--- src/rtl/alu_pkg.sv ---
// Shared opcode constants and sequencer state encoding for the ALU sequencer slice.
// Latency: n/a (declarations only).
// Backpressure: n/a.
package alu_pkg;

    localparam logic [1:0] OP_ADD = 2'b01;
    localparam logic [1:0] OP_MUL = 2'b10;

    typedef enum logic [2:0] {
        IDLE  = 3'd0,
        FETCH = 3'd1,
        LOAD  = 3'd2,
        EXEC  = 3'd3,
        WAIT  = 3'd4,
        STORE = 3'd5
    } seq_state_t;

endpackage

--- src/rtl/d_ff_async_en.sv ---
// Generic enabled register with asynchronous active-low reset to a parameterised value.
// Latency: 1 cycle from d/en to q.
// Backpressure: none; q holds whenever en is low.
module d_ff_async_en #(
    parameter int               WIDTH   = 1,
    parameter logic [WIDTH-1:0] RST_VAL = '0
) (
    input  logic             clk,
    input  logic             rst_n,
    input  logic             en,
    input  logic [WIDTH-1:0] d,
    output logic [WIDTH-1:0] q
);

    // Capture d on enabled cycles, otherwise hold.
    always_ff @(posedge clk or negedge rst_n) begin
        if (!rst_n) begin
            q <= RST_VAL;
        end else if (en) begin
            q <= d;
        end
    end

endmodule

--- src/rtl/seq_timeout_cnt.sv ---
// Up-counter of WAIT cycles with clear and enable; tc flags the LIMIT-th counted cycle.
// Latency: tc is combinational from the count register, count updates 1 cycle after en.
// Backpressure: none; clear has priority over enable.
module seq_timeout_cnt #(
    parameter int LIMIT = 64
) (
    input  logic clk,
    input  logic rst_n,
    input  logic clr,
    input  logic en,
    output logic tc
);

    localparam int CW = $clog2(LIMIT + 1);

    logic [CW-1:0] cnt_q;
    logic [CW-1:0] cnt_d;

    // Clear wins; otherwise advance by one on enabled cycles.
    always_comb begin
        cnt_d = clr ? '0 : cnt_q + 1'b1;
    end

    d_ff_async_en #(.WIDTH(CW)) u_cnt (
        .clk   (clk),
        .rst_n (rst_n),
        .en    (clr | en),
        .d     (cnt_d),
        .q     (cnt_q)
    );

    // Terminal count: the current cycle is the LIMIT-th one counted.
    always_comb begin
        tc = (cnt_q == CW'(LIMIT - 1));
    end

endmodule

--- src/rtl/alu_sequencer.sv ---
// Pops one {op,data1,data0} word, drives a multi-cycle ALU, writes the result (or an all-ones error word) out.
// Latency: IDLE->FETCH->LOAD->EXEC->WAIT(ALU latency)->STORE; bad opcodes skip straight from LOAD to STORE.
// Backpressure: STORE stalls while full_out is high with the result held; FIFO_IN is only read when not empty.
module alu_sequencer
    import alu_pkg::*;
#(
    parameter int OPERATION_SIZE = 2,
    parameter int DATA_WIDTH     = 12,
    parameter int FIFO_OUT_WIDTH = 25,
    parameter int TIMEOUT_CYCLES = 64
) (
    input  logic                                 clk,
    input  logic                                 rst_n,
    input  logic                                 seq_en,
    input  logic                                 empty_in,
    input  logic [OPERATION_SIZE+2*DATA_WIDTH-1:0] fifo_in_data,
    output logic                                 r_en_in,
    output logic [OPERATION_SIZE-1:0]            alu_op,
    output logic [DATA_WIDTH-1:0]                alu_a,
    output logic [DATA_WIDTH-1:0]                alu_b,
    output logic                                 alu_start,
    input  logic                                 alu_done,
    input  logic [FIFO_OUT_WIDTH-1:0]            alu_result,
    input  logic                                 full_out,
    output logic                                 w_en_out,
    output logic [FIFO_OUT_WIDTH-1:0]            fifo_out_data,
    output logic                                 busy,
    input  logic                                 err_clr,
    output logic                                 err_flag,
    output logic [7:0]                           ops_done
);

    localparam logic [FIFO_OUT_WIDTH-1:0] ERR_WORD = {FIFO_OUT_WIDTH{1'b1}};

    seq_state_t state_q;
    seq_state_t state_d;

    // Fields of the incoming word: {op, data1, data0}.
    logic [OPERATION_SIZE-1:0] in_op;
    logic [DATA_WIDTH-1:0]     in_data0;
    logic [DATA_WIDTH-1:0]     in_data1;
    logic                      op_valid;

    logic                      ld_ops;
    logic                      res_ld;
    logic [FIFO_OUT_WIDTH-1:0] res_d;
    logic                      err_set;
    logic                      cnt_clr;
    logic                      cnt_en;
    logic                      timeout_tc;

    // Split the FIFO_IN word and decide whether the opcode is one the ALU supports.
    always_comb begin
        in_data0 = fifo_in_data[DATA_WIDTH-1:0];
        in_data1 = fifo_in_data[2*DATA_WIDTH-1:DATA_WIDTH];
        in_op    = fifo_in_data[OPERATION_SIZE+2*DATA_WIDTH-1:2*DATA_WIDTH];
        op_valid = (in_op == OPERATION_SIZE'(OP_ADD)) || (in_op == OPERATION_SIZE'(OP_MUL));
    end

    // State register.
    always_ff @(posedge clk or negedge rst_n) begin
        if (!rst_n) begin
            state_q <= IDLE;
        end else begin
            state_q <= state_d;
        end
    end

    // Next-state logic; seq_en is only consulted in IDLE so a started op always finishes.
    always_comb begin
        state_d = state_q;
        case (state_q)
            IDLE:    if (seq_en && !empty_in) state_d = FETCH;
            FETCH:   state_d = LOAD;
            LOAD:    state_d = op_valid ? EXEC : STORE;
            EXEC:    state_d = WAIT;
            WAIT:    if (alu_done || timeout_tc) state_d = STORE;
            STORE:   if (!full_out) state_d = IDLE;
            default: state_d = IDLE;
        endcase
    end

    // Per-state strobes and register load controls; alu_done is only honoured in WAIT.
    always_comb begin
        r_en_in   = 1'b0;
        alu_start = 1'b0;
        w_en_out  = 1'b0;
        busy      = (state_q != IDLE);
        ld_ops    = 1'b0;
        res_ld    = 1'b0;
        res_d     = ERR_WORD;
        err_set   = 1'b0;
        cnt_clr   = 1'b1;
        cnt_en    = 1'b0;
        case (state_q)
            FETCH: r_en_in = 1'b1;
            LOAD: begin
                ld_ops  = 1'b1;
                res_ld  = !op_valid;
                err_set = !op_valid;
            end
            EXEC: alu_start = 1'b1;
            WAIT: begin
                cnt_clr = 1'b0;
                cnt_en  = 1'b1;
                if (alu_done) begin
                    res_ld = 1'b1;
                    res_d  = alu_result;
                end else if (timeout_tc) begin
                    res_ld  = 1'b1;
                    err_set = 1'b1;
                end
            end
            STORE: w_en_out = !full_out;
            default: ;
        endcase
    end

    d_ff_async_en #(.WIDTH(OPERATION_SIZE)) u_op_reg (
        .clk (clk), .rst_n (rst_n), .en (ld_ops), .d (in_op), .q (alu_op)
    );

    d_ff_async_en #(.WIDTH(DATA_WIDTH)) u_a_reg (
        .clk (clk), .rst_n (rst_n), .en (ld_ops), .d (in_data0), .q (alu_a)
    );

    d_ff_async_en #(.WIDTH(DATA_WIDTH)) u_b_reg (
        .clk (clk), .rst_n (rst_n), .en (ld_ops), .d (in_data1), .q (alu_b)
    );

    d_ff_async_en #(.WIDTH(FIFO_OUT_WIDTH)) u_res_reg (
        .clk (clk), .rst_n (rst_n), .en (res_ld), .d (res_d), .q (fifo_out_data)
    );

    // Sticky error: a set in the same cycle as a clear leaves the flag set.
    d_ff_async_en #(.WIDTH(1)) u_err_reg (
        .clk (clk), .rst_n (rst_n), .en (err_set | err_clr), .d (err_set), .q (err_flag)
    );

    // Completed-op counter, wraps naturally at 8 bits.
    d_ff_async_en #(.WIDTH(8)) u_ops_reg (
        .clk (clk), .rst_n (rst_n), .en (w_en_out), .d (ops_done + 8'd1), .q (ops_done)
    );

    seq_timeout_cnt #(.LIMIT(TIMEOUT_CYCLES)) u_timeout (
        .clk   (clk),
        .rst_n (rst_n),
        .clr   (cnt_clr),
        .en    (cnt_en),
        .tc    (timeout_tc)
    );

endmodule

--- config.mk ---
export PLATFORM = sky130hd
export DESIGN_NAME = alu_sequencer
export DESIGN_NICKNAME = d
export VERILOG_FILES = /design/src/rtl/alu_pkg.sv /design/src/rtl/d_ff_async_en.sv /design/src/rtl/seq_timeout_cnt.sv /design/src/rtl/alu_sequencer.sv
export SDC_FILE = /design/constraint.sdc
export NUM_CORES = 1
export LEC_CHECK = 0
export CAP_MARGIN = 20
export CORE_ASPECT_RATIO = 2
export CORE_UTILIZATION = 46
export DETAILED_ROUTE_END_ITERATION = 16
export PLACE_DENSITY = 0.85
export REMOVE_ABC_BUFFERS = 1
export SLEW_MARGIN = 15
export SYNTH_ARGS = -nofsm -noshare
export SYNTH_HDL_FRONTEND = slang
export SYNTH_SLANG_ARGS = --single-unit
--- constraint.sdc ---
create_clock -name clk -period 5.85 [get_ports clk]
set_input_delay 1.17 -clock clk [delete_from_list [all_inputs] [get_ports clk]]
set_output_delay 1.17 -clock clk [all_outputs]
set_load 0.05 [all_outputs]
==> impl_metrics.csv <==
group,metric,value,unit
outcome,outcome,"finished, final reports clean",
placement,numPortBuffers,121,
die,die-area,0.00671,mm²
synth,ys.warnings.count,0,
detailed_routing,drc,0,
clocking,root_buffer,"clkbuf_16",
synth,syn_inst,255,
setup_path,crit_fanout,9,
grt,grt-ovfl-total,0,
final_layout,final_net_count,436,
clocking,cts_resized,0,
clocking,hold_buffers,0,
setup_path,critPathLaunchType,"primary input",
synth,synth_area_leaders,"dfrtp_1, mux2_2, a31oi_1, nor2_1, inv_1",
die,die_w,58.4,µm
clocking,clock_latency,0.33,ns
synth,ys_types,30,
setup_path,critPathArrivalTime,2.89,ns
power_and_ir_drop,switching_share,44.9,%
synth,synth_seq_area_share,59.8,%
die,initial_utilization,48.4,%
detailed_routing,ant_nets,0,
timing,hold_viol_final,0,
power_and_ir_drop,internal_power,0.00146,W
placement,post-place-cells,447,
timing,post-route-period-util,69.4,%
clocking,clock-sinks,70,
synth,synth_area,0.00293,mm²
synth,synth_top_area_share,59.8,%
detailed_routing,dr.pass1.iters,4,
setup_path,end_kind,"output port",
power_and_ir_drop,p_switching,0.00119,W
clocking,cts_tree,"built",
placement,gp_congestion,0.812,
clocking,cts_buffers,9,
timing,max_freq,246,MHz
hold_path,worstHoldPathType,"reg2reg",
power_and_ir_drop,pwr-share-seq,30.0,%
timing,slew_violations,0,
synth,ys_ff_latch,70,
synth,synth_top_cell_by_area,"dfrtp_1",
power_and_ir_drop,power.share.clock,17.8,%
power_and_ir_drop,leakagePower,1.97,nW
clocking,clock_path_buffers,2,
setup_path,worst-setup-path-type,"in2out",
final_layout,final_common_cell,"clkdlybuf4s50_1",
grt,antenna_found_initial,0,
clocking,cts.clk_slew.worst_paths,0.05,ns
timing,fin_crit,4.06,ns
grt,grt_pass1_vias,2354,
grt,grt_pass1_wl,11900,µm
final_layout,areaGrowthSynthToFinish,52.3,%
timing,setup_viol,0,
detailed_routing,wl_per_cell,16.0,µm
timing,worst_slew_pin_slew,0.869,ns
timing,finalClockSkew,0.00406,ns
die,fp.dieH,115,µm
grt,grt_max_degree,71,
detailed_routing,avgViaCountPerCell,5.05,
clocking,post_cts_buffers,0,
setup_path,critPathRequiredTime,4.68,ns
detailed_routing,drt_iter0_drc,157,
timing,slew_headroom,42.1,%
final_layout,final_cell_mix,"clkdlybuf4s50_1, dfrtp_1, nor2_1, inv_1, mux2_2",
power_and_ir_drop,p_total,0.00265,W
timing,holdWs,0.473,ns
timing,rsz0062_at_grt,"false",
die,rows,40,
power_and_ir_drop,power_frac_comb,52.2,%
die,coreArea,0.00606,mm²
detailed_routing,routed_wirelength,7430,µm
timing,tns,0,ns
power_and_ir_drop,vdd_drop_max,0.369,mV
final_layout,drive_above_1_share,12.7,%
final_layout,diodes,0,
power_and_ir_drop,power_density,594,mW/mm²
detailed_routing,vias,2338,
placement,dpl.hpwl,5170,µm
final_layout,layout.cells.non_filler,463,
flow_run,drv_cap,0,
die,io_pins,122,
clocking,htree_num_levels,3,
grt,grt_util_all_layers,24.4,%
synth,syn_avg_cell_area,11.5,µm²
[kinds of logic (layout without fill, tap and decap cells)]
family	after synthesis	in the layout	synth area share, %
and+or+nand+nor	62	62	10.9
adders and majority gates	2	2	0.854
muxes	27	27	10.4
xor gates and xnor gates	11	11	3.29
AOI/OAI and AO/OA	40	40	8.28
buffers and inverters	43	167	6.53
DFF	70	70	59.8
[synth_stat cells]
master and number:
or3_1 3, buf_6 4, and4_1 2, nand4bb_1 1, nor2_1 32, o31a_1 1
a21oi_1 4, nand2_1 4, xor2_1 3, a21boi_1 1, nand4_1 2, nand2b_1 2
nand3_1 5, or3b_1 1, or4_4 1, ha_1 2, a31oi_1 25, nand4b_1 1
mux2_2 27, nor2b_1 4, o21ai_0 7, nor3b_1 1, clkbuf_1 12, and3_1 1
nor4b_1 1, nor4bb_1 1, inv_1 27, dfrtp_1 70, o31ai_1 2, xnor2_1 8
[final timing paths]
check	from	to	slack (ns)	cells after the start
worst max-delay path	full_out	w_en_out	1.79	4
worst min-delay path	u_timeout.u_cnt.q[0]	u_timeout.u_cnt.q[0]	0.47	1
worst max register to register	state_q[2]	u_res_reg.q[10]	3.69	3
worst min register to register	u_timeout.u_cnt.q[0]	u_timeout.u_cnt.q[0]	0.47	1
max in group asynchronous	rst_n	u_timeout.u_cnt.q[3]	4.24	2
min in group asynchronous	rst_n	u_b_reg.q[5]	1.03	2
[power groups by stage]
stage / sequential [W] / clock (W) / combinational [W]
5_1_grt: 0.000821 / 0.000501 / 0.00145
3_5_place_dp: 0.000799 / 0 / 0.00138
3_3_place_gp: 0.000785 / 0 / 0.00136
2_1_floorplan: 0.00136 / 0 / 0.000315
6_report: 0.000794 / 0.000472 / 0.00138
4_1_cts: 0.000795 / 0.000481 / 0.00139
[sequential cells by signal, summed over array words and instances, names as in the netlist]
name / cells
u_res_reg.q: 25
u_a_reg.q: 12
state_q: 3
u_op_reg.q: 2
u_b_reg.q: 12
u_timeout.u_cnt.q: 7
u_err_reg.q: 1
u_ops_reg.q: 8
[metal layers]
layer / global-route usage, % / up-vias / share of wire (%) / wire (µm)
li1: - / 1098 / - / -
met1: 27.0 / 1142 / 36 / 2650
met2: 43.3 / 82 / 57 / 4240
met3: 5.17 / 16 / 4.5 / 335
met4: 11.6 / 0 / 2.7 / 198
met5: 0 / - / 0 / 0
[metrics by stage]
step                      util [%]  setup WS, ns  area [µm²]
after floorplan                  -          1.36        2840
after global placement        69.1          1.79        4180
after detailed placement      69.1          1.79        4180
final                         73.7          1.79        4460
after CTS                     73.3          1.79        4440
after global routing          73.7          1.70        4460
[worst max-delay path: stages]
cell             delay (ns)
clkdlybuf4s50_1        0.43
nor4bb_1               0.27
buf_4                  0.21
clkdlybuf4s50_1        0.81
[cell type report]
type	instances	area, µm²
Tap cell	84	105
Sequential cell	70	1750
Clock buffer	12	246
Clock inverter	2	10.0
Timing Repair Buffer	126	1250
Multi-Input combinational cell	142	996
Fill cell	420	1590
Inverter	27	101
(Power assumes the default switching activity.)
